`src/rtl/uart16550_rx_poller.sv`:
```
`timescale 1ns/1ps
// uart16550_rx_poller
// Wishbone master that drives a UART16550 (8-bit data-bus mode) without
// firmware. After reset it programs LCR/DLL/DLM/LCR/FCR, then loops polling
// the LSR and draining the RBR into a small local FIFO. The FIFO drains
// through a valid/ready byte interface. LSR error bits are kept as sticky flags.
//
// Ports
//   wb_clk_i, wb_rst_n_i        : clock, asynchronous active-low reset
//   wb_adr_o/dat_o/sel_o/cyc_o/stb_o/we_o, wb_dat_i/ack_i : Wishbone master
//   rx_data_o, rx_valid_o, rx_ready_i : received-byte stream (FIFO head)
//   init_done_o                 : register programming finished
//   overrun_o, parity_err_o, frame_err_o : sticky LSR bits 1/2/3
//   clr_err_i                   : clears the sticky flags (a coincident set wins)
module uart16550_rx_poller #(
    parameter logic [15:0] DIVISOR  = 16'h001B,
    parameter logic [7:0]  LCR_VAL  = 8'h03,
    parameter logic [7:0]  FCR_VAL  = 8'h07,
    parameter int          DEPTH    = 4,
    parameter int          POLL_GAP = 8
) (
    input  logic        wb_clk_i,
    input  logic        wb_rst_n_i,
    output logic [4:0]  wb_adr_o,
    output logic [31:0] wb_dat_o,
    input  logic [31:0] wb_dat_i,
    output logic [3:0]  wb_sel_o,
    output logic        wb_cyc_o,
    output logic        wb_stb_o,
    output logic        wb_we_o,
    input  logic        wb_ack_i,
    output logic [7:0]  rx_data_o,
    output logic        rx_valid_o,
    input  logic        rx_ready_i,
    output logic        init_done_o,
    output logic        overrun_o,
    output logic        parity_err_o,
    output logic        frame_err_o,
    input  logic        clr_err_i
);

    localparam int PTR_W = $clog2(DEPTH);
    localparam int CNT_W = PTR_W + 1;
    localparam int GAP_W = $clog2(POLL_GAP + 1);
    localparam logic [CNT_W-1:0] DEPTH_C   = CNT_W'(DEPTH);
    localparam logic [GAP_W-1:0] GAP_LAST  = GAP_W'(POLL_GAP - 1);

    typedef enum logic [2:0] {
        W_LCR1, W_DLL, W_DLM, W_LCR2, W_FCR, R_LSR, R_RBR, GAP
    } state_t;

    state_t           state;
    logic             cyc;
    logic [4:0]       adr;
    logic [7:0]       dat;
    logic             we;
    logic [GAP_W-1:0] gap_cnt;

    logic [7:0]       mem [DEPTH];
    logic [PTR_W-1:0] wr_ptr;
    logic [PTR_W-1:0] rd_ptr;
    logic [CNT_W-1:0] count;

    logic [4:0]       nxt_adr;
    logic [7:0]       nxt_dat;
    logic             nxt_we;
    logic             xfer_done;
    logic             push;
    logic             pop;
    logic             lsr_ack;
    logic             fifo_full;
    logic             unused_dat_hi;

    assign wb_cyc_o = cyc;
    assign wb_stb_o = cyc;
    assign wb_adr_o = adr;
    assign wb_dat_o = {24'h0, dat};
    assign wb_we_o  = we;
    assign wb_sel_o = 4'b0001;

    // Only the low byte of the UART read data carries information.
    assign unused_dat_hi = ^wb_dat_i[31:8];

    // An ack is only meaningful while our own cycle is open.
    assign xfer_done = cyc && wb_ack_i;
    assign push      = xfer_done && (state == R_RBR);
    assign lsr_ack   = xfer_done && (state == R_LSR);
    assign fifo_full = (count == DEPTH_C);

    assign rx_valid_o = (count != '0);
    assign pop        = rx_valid_o && rx_ready_i;
    // Gate the head byte so the output reads 0 whenever the FIFO is empty,
    // including immediately after an asynchronous reset.
    assign rx_data_o  = rx_valid_o ? mem[rd_ptr] : 8'h00;

    // Address / data / direction of the transfer the current state issues.
    always_comb begin
        nxt_adr = 5'd0;
        nxt_dat = 8'h00;
        nxt_we  = 1'b0;
        case (state)
            W_LCR1:  begin nxt_adr = 5'd3; nxt_dat = 8'h83;         nxt_we = 1'b1; end
            W_DLL:   begin nxt_adr = 5'd0; nxt_dat = DIVISOR[7:0];  nxt_we = 1'b1; end
            W_DLM:   begin nxt_adr = 5'd1; nxt_dat = DIVISOR[15:8]; nxt_we = 1'b1; end
            W_LCR2:  begin nxt_adr = 5'd3; nxt_dat = LCR_VAL;       nxt_we = 1'b1; end
            W_FCR:   begin nxt_adr = 5'd2; nxt_dat = FCR_VAL;       nxt_we = 1'b1; end
            R_LSR:   nxt_adr = 5'd5;
            default: nxt_adr = 5'd0;
        endcase
    end

    // Sequencer. A transfer opens on the first edge seen with cyc low in a
    // transfer state and closes on the ack edge, so every transfer is
    // followed by at least one idle cycle.
    always_ff @(posedge wb_clk_i or negedge wb_rst_n_i) begin
        if (!wb_rst_n_i) begin
            state       <= W_LCR1;
            cyc         <= 1'b0;
            adr         <= 5'd0;
            dat         <= 8'h00;
            we          <= 1'b0;
            gap_cnt     <= '0;
            init_done_o <= 1'b0;
        end else if (cyc) begin
            if (wb_ack_i) begin
                cyc <= 1'b0;
                adr <= 5'd0;
                dat <= 8'h00;
                we  <= 1'b0;
                case (state)
                    W_LCR1: state <= W_DLL;
                    W_DLL:  state <= W_DLM;
                    W_DLM:  state <= W_LCR2;
                    W_LCR2: state <= W_FCR;
                    W_FCR: begin
                        state       <= R_LSR;
                        init_done_o <= 1'b1;
                    end
                    R_LSR: begin
                        gap_cnt <= '0;
                        // The slot check guarantees the RBR read always has room.
                        if (wb_dat_i[0] && (count < DEPTH_C)) state <= R_RBR;
                        else                                  state <= GAP;
                    end
                    default: state <= R_LSR;
                endcase
            end
        end else if (state == GAP) begin
            if (gap_cnt == GAP_LAST) begin
                gap_cnt <= '0;
                // Keep idling while full; polling would only find no room.
                if (!fifo_full) state <= R_LSR;
            end else begin
                gap_cnt <= gap_cnt + GAP_W'(1);
            end
        end else begin
            cyc <= 1'b1;
            adr <= nxt_adr;
            dat <= nxt_dat;
            we  <= nxt_we;
        end
    end

    // FIFO storage holds data only; occupancy is tracked by the pointers/count.
    always_ff @(posedge wb_clk_i) begin
        if (push) mem[wr_ptr] <= wb_dat_i[7:0];
    end

    always_ff @(posedge wb_clk_i or negedge wb_rst_n_i) begin
        if (!wb_rst_n_i) begin
            wr_ptr <= '0;
            rd_ptr <= '0;
            count  <= '0;
        end else begin
            if (push) wr_ptr <= wr_ptr + PTR_W'(1);
            if (pop)  rd_ptr <= rd_ptr + PTR_W'(1);
            case ({push, pop})
                2'b10:   count <= count + CNT_W'(1);
                2'b01:   count <= count - CNT_W'(1);
                default: count <= count;
            endcase
        end
    end

    // Sticky error flags: a set arriving with a clear takes priority.
    always_ff @(posedge wb_clk_i or negedge wb_rst_n_i) begin
        if (!wb_rst_n_i) begin
            overrun_o    <= 1'b0;
            parity_err_o <= 1'b0;
            frame_err_o  <= 1'b0;
        end else if (clr_err_i) begin
            overrun_o    <= lsr_ack && wb_dat_i[1];
            parity_err_o <= lsr_ack && wb_dat_i[2];
            frame_err_o  <= lsr_ack && wb_dat_i[3];
        end else begin
            overrun_o    <= overrun_o    | (lsr_ack && wb_dat_i[1]);
            parity_err_o <= parity_err_o | (lsr_ack && wb_dat_i[2]);
            frame_err_o  <= frame_err_o  | (lsr_ack && wb_dat_i[3]);
        end
    end

endmodule

```
`config.mk`:
```
export PLATFORM = sky130hd
export DESIGN_NAME = uart16550_rx_poller
export DESIGN_NICKNAME = d
export VERILOG_FILES = /design/src/rtl/uart16550_rx_poller.sv
export SDC_FILE = /design/constraint.sdc
export NUM_CORES = 1
export LEC_CHECK = 0
export CAP_MARGIN = 10
export CORE_MARGIN = 3
export CORE_UTILIZATION = 57
export DETAILED_ROUTE_END_ITERATION = 12
export DONT_BUFFER_PORTS = 1
export PLACE_DENSITY = 0.75
export RECOVER_POWER = 100
export SYNTH_ARGS = -nofsm -noshare
export SYNTH_HDL_FRONTEND = slang
export SYNTH_SLANG_ARGS = --single-unit
```
`constraint.sdc`:
```
create_clock -name wb_clk_i -period 2.1 [get_ports wb_clk_i]
set_input_delay 0.315 -clock wb_clk_i [delete_from_list [all_inputs] [get_ports wb_clk_i]]
set_output_delay 0.315 -clock wb_clk_i [all_outputs]
set_load 0.02 [all_outputs]
```
# Yosys cells after proc, flatten, opt, wreduce, memory -nomap -nowiden
# Memory sizes are Yosys's and may differ from the RTL's.
# Cells that the tools add are included.
dict set report word_totals {
  regBits 33
  mem_bits_rw 32
  inputBits 37
  mem_count 1
}
dict set report op_classes {
  n_addsub 5
  magnitude_cmp 1
  n_eq_ne 15
  muxes 34
  bitwise 3
  reduce_logical 19
}
# memory words word_bits read_ports rd_ports_with_merged_regs wr line
set memory_table {}
lappend memory_table {mem 4 8 1 0 1 59} ;# logic [7:0] mem [DEPTH];
# operator n
set ops {}
lappend ops {{two-way mux 8 bit} 4}
lappend ops {{case mux 8 bit (4 select lines)} 1}
lappend ops {{two-way mux 4 bit} 5}
lappend ops {{== test 3 bit (second input constant)} 5}
lappend ops {{two-way mux 3 bit} 5}
lappend ops {{two-way mux 5 bit} 3}
lappend ops {{case mux 3 bit (5 select lines)} 1}
lappend ops {{two-way mux 1 bit} 13}
lappend ops {{case mux 3 bit (4 select lines)} 1}
lappend ops {{logical AND 1 bit} 8}
lappend ops {{== test 3 x 2 -> 1 bit (second input constant)} 2}
lappend ops {{inequality test 2 bit (second input constant)} 3}
lappend ops {{case mux 3 bit (2 select lines)} 1}
lappend ops {{AND reduction 3 bit} 2}
lappend ops {{nonzero test 2 bit} 3}
lappend ops {{OR reduction 5 bit} 1}
lappend ops {{adder 2 x 1 -> 2 bit (second input constant)} 2}
lappend ops {{adder 4 x 1 -> 4 bit (second input constant)} 1}
lappend ops {{== test 4 x 3 -> 1 bit (second input constant)} 1}
lappend ops {{AND reduction 4 bit} 1}
lappend ops {{adder 3 x 1 -> 3 bit (second input constant)} 1}
lappend ops {{== test 3 x 1 -> 1 bit (second input constant)} 1}
lappend ops {{logical NOT 3 bit} 1}
lappend ops {{less-than comparator 3 bit (second input constant)} 1}
lappend ops {{other kinds (8)} 10}

# Longest topological paths before layout
# Gate-level depths: netlist of run 1.
dict set report logic_depth {
  ltp_word 6
  ltp_mapped 11
}

# Worst setup path before layout of run 1
# No wires, ideal clock.
dict set report synth_timing {
  path_type {reg2reg}
  startpoint {register cyc, in the netlist wb_cyc_o}
  endpoint {register count[2]}
  setup_time_ns 0.079
  arrival_time_ns 2.058
  required_ns 2.021
  setup_slack_ns -0.037
  stages_incl_launch_ff 12
  n_path_buf 2
  cell_sequence {dfrtp_1 > buf_6 > and2_4 > and3_4 > buf_6 > inv_1 > ha_1 > inv_1 > fa_1 > xor2_1 > nor2_1 > xor2_1}
}
dict set report synth_between {
  elab_chain_cells 4
  word_cells_on_any_way 6
}
# element line
set synth_rtl {}
lappend synth_rtl {{start, declared} 53} ;# logic cyc;
lappend synth_rtl {{start signal, assigned} 118} ;# cyc <= 1'b0;
lappend synth_rtl {{start signal, assigned} 126} ;# cyc <= 1'b0;
lappend synth_rtl {{start signal, assigned} 157} ;# cyc <= 1'b1;
lappend synth_rtl {{logical AND 1 bit (*)} 85} ;# assign xfer_done = cyc && wb_ack_i;
lappend synth_rtl {{logical AND 1 bit (*)} 86} ;# assign push = xfer_done && (state == R_RBR);
lappend synth_rtl {{== test 2 x 1 -> 1 bit / == test 2 bit (equally long branches)} 177} ;# case ({push, pop})
lappend synth_rtl {{case mux 3 bit (2 select lines) / nonzero test 2 bit (equally long branches)} -}
lappend synth_rtl {{end signal, assigned} 178} ;# 2'b10: count <= count + CNT_W'(1);
lappend synth_rtl {{end signal, assigned} 179} ;# 2'b01: count <= count - CNT_W'(1);
lappend synth_rtl {{end signal, assigned} 180} ;# default: count <= count;
lappend synth_rtl {{end, declared} 62} ;# logic [CNT_W-1:0] count;
# Every way passes the cells marked *; elsewhere a longest branch is shown, timed or not.
# A chain may end at the register's enable or synchronous reset.

# Final worst setup path of run 1
dict set report layout_timing {
  startpoint {register rd_ptr[0]}
  endpoint {output port rx_data_o[3]}
}
dict set report layout_between {
  elab_chain_cells 2
}
# element line
set layout_rtl {}
lappend layout_rtl {{start, declared} 61} ;# logic [PTR_W-1:0] rd_ptr;
lappend layout_rtl {{start signal, assigned} 176} ;# if (pop) rd_ptr <= rd_ptr + PTR_W'(1);
lappend layout_rtl {{memory (4 x 8 bit)} -}
lappend layout_rtl {{two-way mux 8 bit} 94} ;# assign rx_data_o = rx_valid_o ? mem[rd_ptr] : 8'h00;
lappend layout_rtl {{end, declared} 32} ;# output logic [7:0] rx_data_o,
# No other way between the ends.

==> key figures, run 1 <==
Outcome
  • Status: complete, no violations

Power
  • Pwr Total: 4.166 mW
  • PD cells: 1368 nW/um^2
  • Pleak: 1.230 nW
  • Maximum vdd drop: 739.1 uV

Setup path
  • CP required: 1.78 ns
  • Critical Path AT: 1.67 ns
  • Crit-path max FO: 10
  • WS Path Type: reg2out
  • Crit path buf inv count: 1
  • Cell family with most CP delay: multiplexers
  • Critical Path Sink Type: output port
  • Slowest CP cell: mux4_2
  • CP Launch Type: flip-flop
  • Max incr delay on CP: 0.52 ns
  • Worst path cell trace: buf_4 > mux4_2 > and2_0

Timing
  • RSZ-0062 raised after global routing: false
  • Final hold vios: 0
  • Fin crit share: 0.9473
  • Clk_skew: 0.005555 ns
  • Worst-Margin Slew: 1.441 ns
  • Normalized max-slew margin: 0.03911
  • Clock period minus worst slack: 1.989 ns
  • Final setup vio count: 0
  • Setup ws final: 0.1108 ns
  • Peak Freq: 502.7 MHz
  • Final slew viol count: 0
  • Setup tns final: 0 ns

Yosys
  • Post-synth EDFFs: 32
  • Ys flop type: edfxtp_1
  • Netlist cell types: 45
  • Yosys warning total: 0
  • Sequential fraction of the synthesis area: 0.5573
  • Synthesized cell area: 2937 sq um
  • Area contributors post-synth: edfxtp_1 (33%), dfrtp_1 (23%), buf_4 (9.2%)
  • Yosys top cell by area: edfxtp_1
  • Post-synth top cells: buf_4 (36), edfxtp_1 (32), dfrtp_1 (27), and2_1 (15), inv_1 (13)
  • Mapped Cells: 231
  • Most common cell in the netlist: buf_4
  • Avg Inst Size Synth: 12.71 sq um
  • Post-synth top area share: 0.3272
  • Asr flop ratio synth: 0.4576
  • Flops & latches, synth: 59

Floorplanning
  • Die Footprint: 6049 sq um
  • Die width: 77.78 um
  • IO Count: 94
  • Core ar.: 4848 sq um
  • Die boundary height: 77.78 um
  • Initial core utilization: 0.6057
  • FP Rows: 25

Global routing
  • Pin count of the biggest net entering global routing: 28
  • All-Layer GR Usage: 0.1841
  • Initial antenna violation count: 0
  • Global-route wire length before repair: 8335 um
  • GR Overflow Total: 0
  • Vias in the first global route: 1,658

Clock network
  • Num CTS Buffers: 9
  • CTS tree: done
  • CTS clk-pin slew, worst paths: 0.07 ns
  • CTS Root Cell: clkbuf_8
  • CTS max path bufs: 2
  • Worst-skew pair later-pin latency: 0.33 ns
  • CTS Sinks: 59
  • H-tree depth: 3
  • Post-CTS setup buffers: 0

Final layout
  • Area growth from synthesis to layout: 3.707%
  • Fillcell total: 370
  • Final std cells w/o fill: 306
  • Final nets: 278
  • Inserted Diodes: 0
  • Share of layout cells above drive strength 1: 0.1381
  • Final core utilization: 0.6281

Drt
  • Final ANT Viol Nets: 0
  • Post-DR vias/cell: 5.268
  • Number of remaining DRC errors: 0
  • WL/cell: 15.82 um
  • Total length of routed wires: 4841 um
  • Routed met3 length: 342 um
  • Vias: 1,612
  • Iteration-0 DRC Markers: 80
  • Metal1 wirelength: 2071 um
  • Drt first pass iters: 4
  • Max layer used: met4
  • Routed met2 length: 2336 um

Worst hold path
  • HP Class: in2reg

Place
  • IO Port Bufs: 0
  • DP Cell Count: 288
  • Post-place setup slack: 0.2261 ns
  • Gp weighted congestion: 0.7979
  • Detailed placement HPWL: 3318 um

Flow run
  • MaxCap Viol Count: 0
## power by group
| group | total (mW) | switching, mW | leakage, nW | internal [mW] |
|---|---|---|---|---|
| logic | 1.44 | 0.855 | 0.525 | 0.583 |
| clock network | 0.976 | 0.434 | 0.0870 | 0.542 |
| registers | 1.75 | 0.303 | 0.618 | 1.45 |
| total | 4.17 | 1.59 | 1.23 | 2.57 |
## layout by cell type, fill, tap and decap left out, types with 2 or more instances in the layout
cell	count
ha_1	6
xnor2_1	3
nor2b_1	2
nor2_1	6
and2_0	13
nand2_1	6
o21ai_0	9
xor2_1	3
a32o_1	3
nand2b_1	2
conb_1	32
edfxtp_1	32
dfrtp_1	26
mux2_1	2
inv_1	13
nand3b_1	3
clkbuf_8	9
o211ai_1	3
buf_4	5
clkinvlp_4	2
mux4_2	8
and3_1	2
a21o_1	2
clkbuf_1	4
a22o_1	4
or3_1	4
nor3b_1	3
nand3_1	3
and2_1	2
nor3_1	2
a21oi_1	6
## cell type report
type / count / area (sq um) / share of cell area
clock inverters: 5 / 53.80 / 0.01767
clock buffers: 11 / 131.4 / 0.04314
inverters: 13 / 48.80 / 0.01602
well taps: 67 / 83.83 / 0.02753
repair buffers: 8 / 55.05 / 0.01808
multi-input cells: 143 / 1035 / 0.3398
flip-flops and latches: 59 / 1638 / 0.5378
## worst register-to-register path, delay by kind of cell, from the launching register on
family / cells / cell delay [ns]
AND/OR/NAND/NOR: 3 / 0.66
flip-flops: 1 / 0.40
adder cells (fa/ha/maj): 2 / 0.40
XOR/XNOR: 2 / 0.29
buffers and inverters: 1 / 0.07
## per-stage QoR
stage / hold WS [ns] / area [sq um]
finish: 0.07461 / 3045
global route: 0.05294 / 3045
CTS: 0.05886 / 3072
detailed placement: 0.02036 / 2856
global placement: 0.02042 / 2856
floorplan: 0.01941 / 3055
## logic make-up (layout without fill, tap and decap cells)
family / after synthesis / after routing / share of synthesized area
flip-flops: 59 / 59 / 0.5573
buffers and inverters: 59 / 37 / 0.1282
AND/OR/NAND/NOR: 54 / 54 / 0.1099
AO/OA/AOI/OAI: 33 / 33 / 0.07797
multiplexers: 11 / 11 / 0.07371
adder cells (fa/ha/maj): 7 / 7 / 0.03238
XOR/XNOR: 6 / 6 / 0.01790
other: 2 / 32 / 0.002557
## registers in the layout (all words and copies together) (netlist names), 2 cells and up
signal,count
mem,32
dat,4
gap_cnt,4
count,3
state,3
wb_adr_o,3
rd_ptr,2
wr_ptr,2
## final timing paths
kind,start,to,slack (ns),cells after the start
worst max-delay path,rd_ptr[0]$_DFFE_PN0P_,rx_data_o[3],0.11,3
worst min-delay path,wb_dat_i[1],mem[2][1]$_DFFE_PP_,0.07,0
worst max register to register,count[0]$_DFFE_PN0P_,count[2]$_DFFE_PN0P_,0.16,8
worst min register to register,count[0]$_DFFE_PN0P_,count[0]$_DFFE_PN0P_,0.50,1
max in group asynchronous,wb_rst_n_i,wb_cyc_o$_DFF_PN0_,0.30,2
min in group asynchronous,wb_rst_n_i,wb_cyc_o$_DFF_PN0_,0.86,2
## routing by layer
metal,global-route usage,vias up
li1,-,754
met1,0.2338,791
met2,0.2783,59
met5,0,-
met4,0.1032,0
met3,0.05916,8
## what timing repair did
item / CTS / global route
gates resized for setup: 0 / 0
hold buffers: 2 / 0
endpoints found under the hold margin: 27 / 0
No activity file was read; power rests on OpenSTA's default activity.
==> inputs of run 2 (changes only) <==
CELL_PAD_IN_SITES_DETAIL_PLACEMENT = 1   (was not set)
CELL_PAD_IN_SITES_GLOBAL_PLACEMENT = 1   (was not set)
CORE_UTILIZATION = 44   (was 57)
GPL_TIMING_DRIVEN = 0   (was not set)
PLACE_DENSITY = not set   (was 0.75)
PLACE_DENSITY_LB_ADDON = 0.1   (was not set)
SLEW_MARGIN = 10   (was not set)
==> run 2 against run 1 <==
Against the previous run:
- worst setup slack lost 0.037 ns
- total power grew 2.1%
- clock power is 6.8% lower
- clock-buffer cell count down 2
- register-to-register slack worse by 0.09 ns
- hold slack lost 0.0024 ns
- routed wire length rose by 19%
- flip-flop and latch count unchanged
- global-route usage is 1.8 points lower
- die area grew 27%
- first-iteration DRC count up 34%
- sequential power barely moved
- largest power group unchanged
==> key figures, run 2 (synthesized netlist as in run 1, its figures left out) <==
Outcome
  • Status: complete, no violations (unchanged)

Drt
  • Max layer used: met4 (unchanged)
  • Post-DR vias/cell: 4.855 (was 5.268)
  • Routed met3 length: 352 um (was 342 um)
  • Total length of routed wires: 5777 um (was 4841 um)
  • Drt first pass iters: 4 (unchanged)
  • WL/cell: 16.14 um (was 15.82 um)
  • Number of remaining DRC errors: 0 (unchanged)
  • Metal1 wirelength: 2433 um (was 2071 um)
  • Final ANT Viol Nets: 0 (unchanged)
  • Routed met2 length: 2938 um (was 2336 um)
  • Vias: 1,738 (was 1,612)
  • Iteration-0 DRC Markers: 107 (was 80)

Power
  • Net switching power: 1.703 mW (was 1.591 mW)
  • Maximum vdd drop: 586.4 uV (was 739.1 uV)
  • Flop pwr share: 0.415 (was 0.421)
  • Clock group share of total power: 0.214 (was 0.234)
  • Sw Ratio: 0.4002 (was 0.3819)
  • Combinational power share: 0.371 (was 0.345)
  • PD cells: 1269 nW/um^2 (was 1368 nW/um^2)
  • Pleak: 1.446 nW (was 1.230 nW)
  • Design internal power: 2.552 mW (was 2.575 mW)

Final layout
  • Max reg flops: 32 (unchanged)
  • Inserted Diodes: 0 (unchanged)
  • Final nets: 320 (was 278)
  • Final std cells w/o fill: 358 (was 306)
  • Fin area: 3353 sq um (was 3045 sq um)
  • Most frequent cells in the layout: buf_4 (33), conb_1 (32), edfxtp_1 (32) (was conb_1 (32), edfxtp_1 (32), dfrtp_1 (26))
  • Fillcell total: 683 (was 370)
  • Commonest non-fill, non-tap cell in the layout: buf_4
  • Top Registers: mem (32), dat (4), gap_cnt (4) (unchanged)
  • FF+latch area: 1638 sq um (unchanged)
  • Share of layout cells above drive strength 1: 0.2633 (was 0.1381)
  • Area growth from synthesis to layout: 14.19% (was 3.707%)
  • Multi-input combinational cell area: 1047 sq um (was 1035 sq um)
  • Biggest register: mem (unchanged)

Setup path
  • CP required: 2.36 ns (was 1.78 ns)
  • Critical Path AT: 2.28 ns (was 1.67 ns)
  • Reg2reg start: wb_cyc_o$_DFF_PN0_ (was count[0]$_DFFE_PN0P_)
  • FF-to-FF setup slack: 0.07 ns (was 0.16 ns)
  • Crit-path max FO: 3 (was 10)
  • WS Path Type: reg2reg (was reg2out)
  • CP Launch Type: flip-flop (unchanged)
  • Reg2reg end: count[2]$_DFFE_PN0P_ (unchanged)
  • Critical Path Sink Type: flip-flop (was output port)
  • R2R cell count: 10 (was 8)

Timing
  • Setup ws final: 0.07338 ns (was 0.1108 ns)
  • Hold slack: 0.07220 ns (was 0.07461 ns)
  • Fin crit share: 0.9651 (was 0.9473)
  • Final hold vios: 0 (unchanged)
  • Final slew viol count: 0 (unchanged)
  • Peak Freq: 493.4 MHz (was 502.7 MHz)
  • Setup tns final: 0 ns (unchanged)
  • Clock period minus worst slack: 2.027 ns (was 1.989 ns)
  • Clk_skew: 0.01044 ns (was 0.005555 ns)
  • Normalized max-slew margin: 0.1496 (was 0.03911)
  • Final setup vio count: 0 (unchanged)
  • RSZ-0062 raised after global routing: false (unchanged)
  • Worst-Margin Slew: 1.276 ns (was 1.441 ns)

Floorplanning
  • Core ar.: 6422 sq um (was 4848 sq um)
  • FP Rows: 29 (was 25)
  • Die Footprint: 7690 sq um (was 6049 sq um)
  • Die width: 87.70 um (was 77.78 um)
  • Die boundary height: 87.70 um (was 77.78 um)
  • Initial core utilization: 0.4572 (was 0.6057)
  • IO Count: 94 (unchanged)

Clock network
  • CTS Sinks: 59 (unchanged)
  • Worst-skew pair later-pin latency: 0.33 ns (about the same)
  • Num CTS Buffers: 9 (unchanged)
  • H-tree depth: 3 (unchanged)
  • CTS max path bufs: 2 (unchanged)
  • CTS clk-pin slew, worst paths: 0.07 ns (about the same)
  • CTS tree: done (unchanged)
  • CTS Root Cell: clkbuf_8 (unchanged)

Global routing
  • Initial antenna violation count: 0 (unchanged)
  • Pin count of the biggest net entering global routing: 28 (unchanged)
  • Global-route wire length before repair: 9501 um (was 8335 um)
  • GR Overflow Total: 0 (unchanged)
  • All-Layer GR Usage: 0.1657 (was 0.1841)
  • Vias in the first global route: 1,860 (was 1,658)

Place
  • Detailed placement HPWL: 4087 um (was 3318 um)
  • IO Port Bufs: 0 (unchanged)
  • Placed instance area: 3152 sq um (was 2856 sq um)
  • DP Cell Count: 338 (was 288)
  • Post-place setup slack: -0.1383 ns (was 0.2261 ns)
  • Gp weighted congestion: 0.7270 (was 0.7979)

Flow run
  • MaxCap Viol Count: 0 (unchanged)

Worst hold path
  • Hold path start: wb_dat_i[5] (was wb_dat_i[1])
  • HP Class: in2reg (unchanged)
  • Worst hold path depth: 0 (unchanged)
  • Worst Hold End: mem[0][5]$_DFFE_PP_ (was mem[2][1]$_DFFE_PP_)
## run 2: changes by cell type in the layout (fill, tap and decap cells not counted), moves of 2 or more
cell      delta
buf_4       +28
inv_1        -2
buf_2        +4
clkbuf_1     +4
and2_1      +12
and2_0      -12
clkinv_4     +3
## run 2: worst max-delay path by stage
| stage | from | end |
|---|---|---|
| 4_1_cts | rd_ptr[1]$_DFFE_PN0P_ | rx_data_o[2] |
| 2_1_floorplan | wb_cyc_o$_DFF_PN0_ | count[2]$_DFFE_PN0P_ |
| 3_5_place_dp | wb_cyc_o$_DFF_PN0_ | count[2]$_DFFE_PN0P_ |
| 5_1_grt | wb_rst_n_i | wb_cyc_o$_DFF_PN0_ |
| 6_report | wb_cyc_o$_DFF_PN0_ | count[2]$_DFFE_PN0P_ |
| 3_3_place_gp | wb_cyc_o$_DFF_PN0_ | count[2]$_DFFE_PN0P_ |
## run 2: layout make-up
type / count / share of cell area
Sequential cell: 59 / 0.4884
Inverter: 13 / 0.01530
Clock inverter: 7 / 0.01567
Buffer: 44 / 0.09030
Clock buffer: 9 / 0.03694
Multi-Input combinational cell: 143 / 0.3123
Timing Repair Buffer: 6 / 0.01231
Tap cell: 77 / 0.02873
## run 2: power by group through the flow
| stage | registers, mW | clock network [mW] | logic (mW) |
|---|---|---|---|
| after floorplan | 1.71 | 0 | 1.34 |
| after global placement | 1.76 | 0 | 1.57 |
| after detailed placement | 1.76 | 0 | 1.62 |
| after CTS | 1.74 | 0.937 | 1.69 |
| after global routing | 1.81 | 0.990 | 1.77 |
| final | 1.77 | 0.910 | 1.58 |
## run 2: per-layer routing
metal,GRT usage,up-vias
met5,0,-
met2,0.2890,48
met3,0.06021,5
li1,-,836
met4,0.05160,0
met1,0.1899,849
## run 2: timing repair
action / in CTS / in global routing
cloned: 0 / 0
hold endpoints to repair: 27 / 0
gates resized for setup: 4 / 2
pin swaps: 3 / 1
hold buffers: 2 / 0
endpoints found under the setup margin: 2 / 9
buffers inserted: 3 / 1
## run 2: critical path, stage by stage, from the launching register on
cell     delay [ns]
dfrtp_2        0.47
buf_6          0.14
and2_4         0.13
and3_4         0.17
inv_4          0.05
ha_4           0.13
inv_2          0.04
fa_2           0.37
xor2_1         0.15
nor2_1         0.13
xor2_1         0.16
## run 2: per-stage QoR
| stage | utilization | power [mW] |
|---|---|---|
| after global routing | 0.5221 | 4.572 |
| after CTS | 0.5266 | 4.365 |
| after floorplan | - | 3.045 |
| after detailed placement | 0.4907 | 3.387 |
| after global placement | 0.4907 | 3.324 |
| final | 0.5221 | 4.255 |
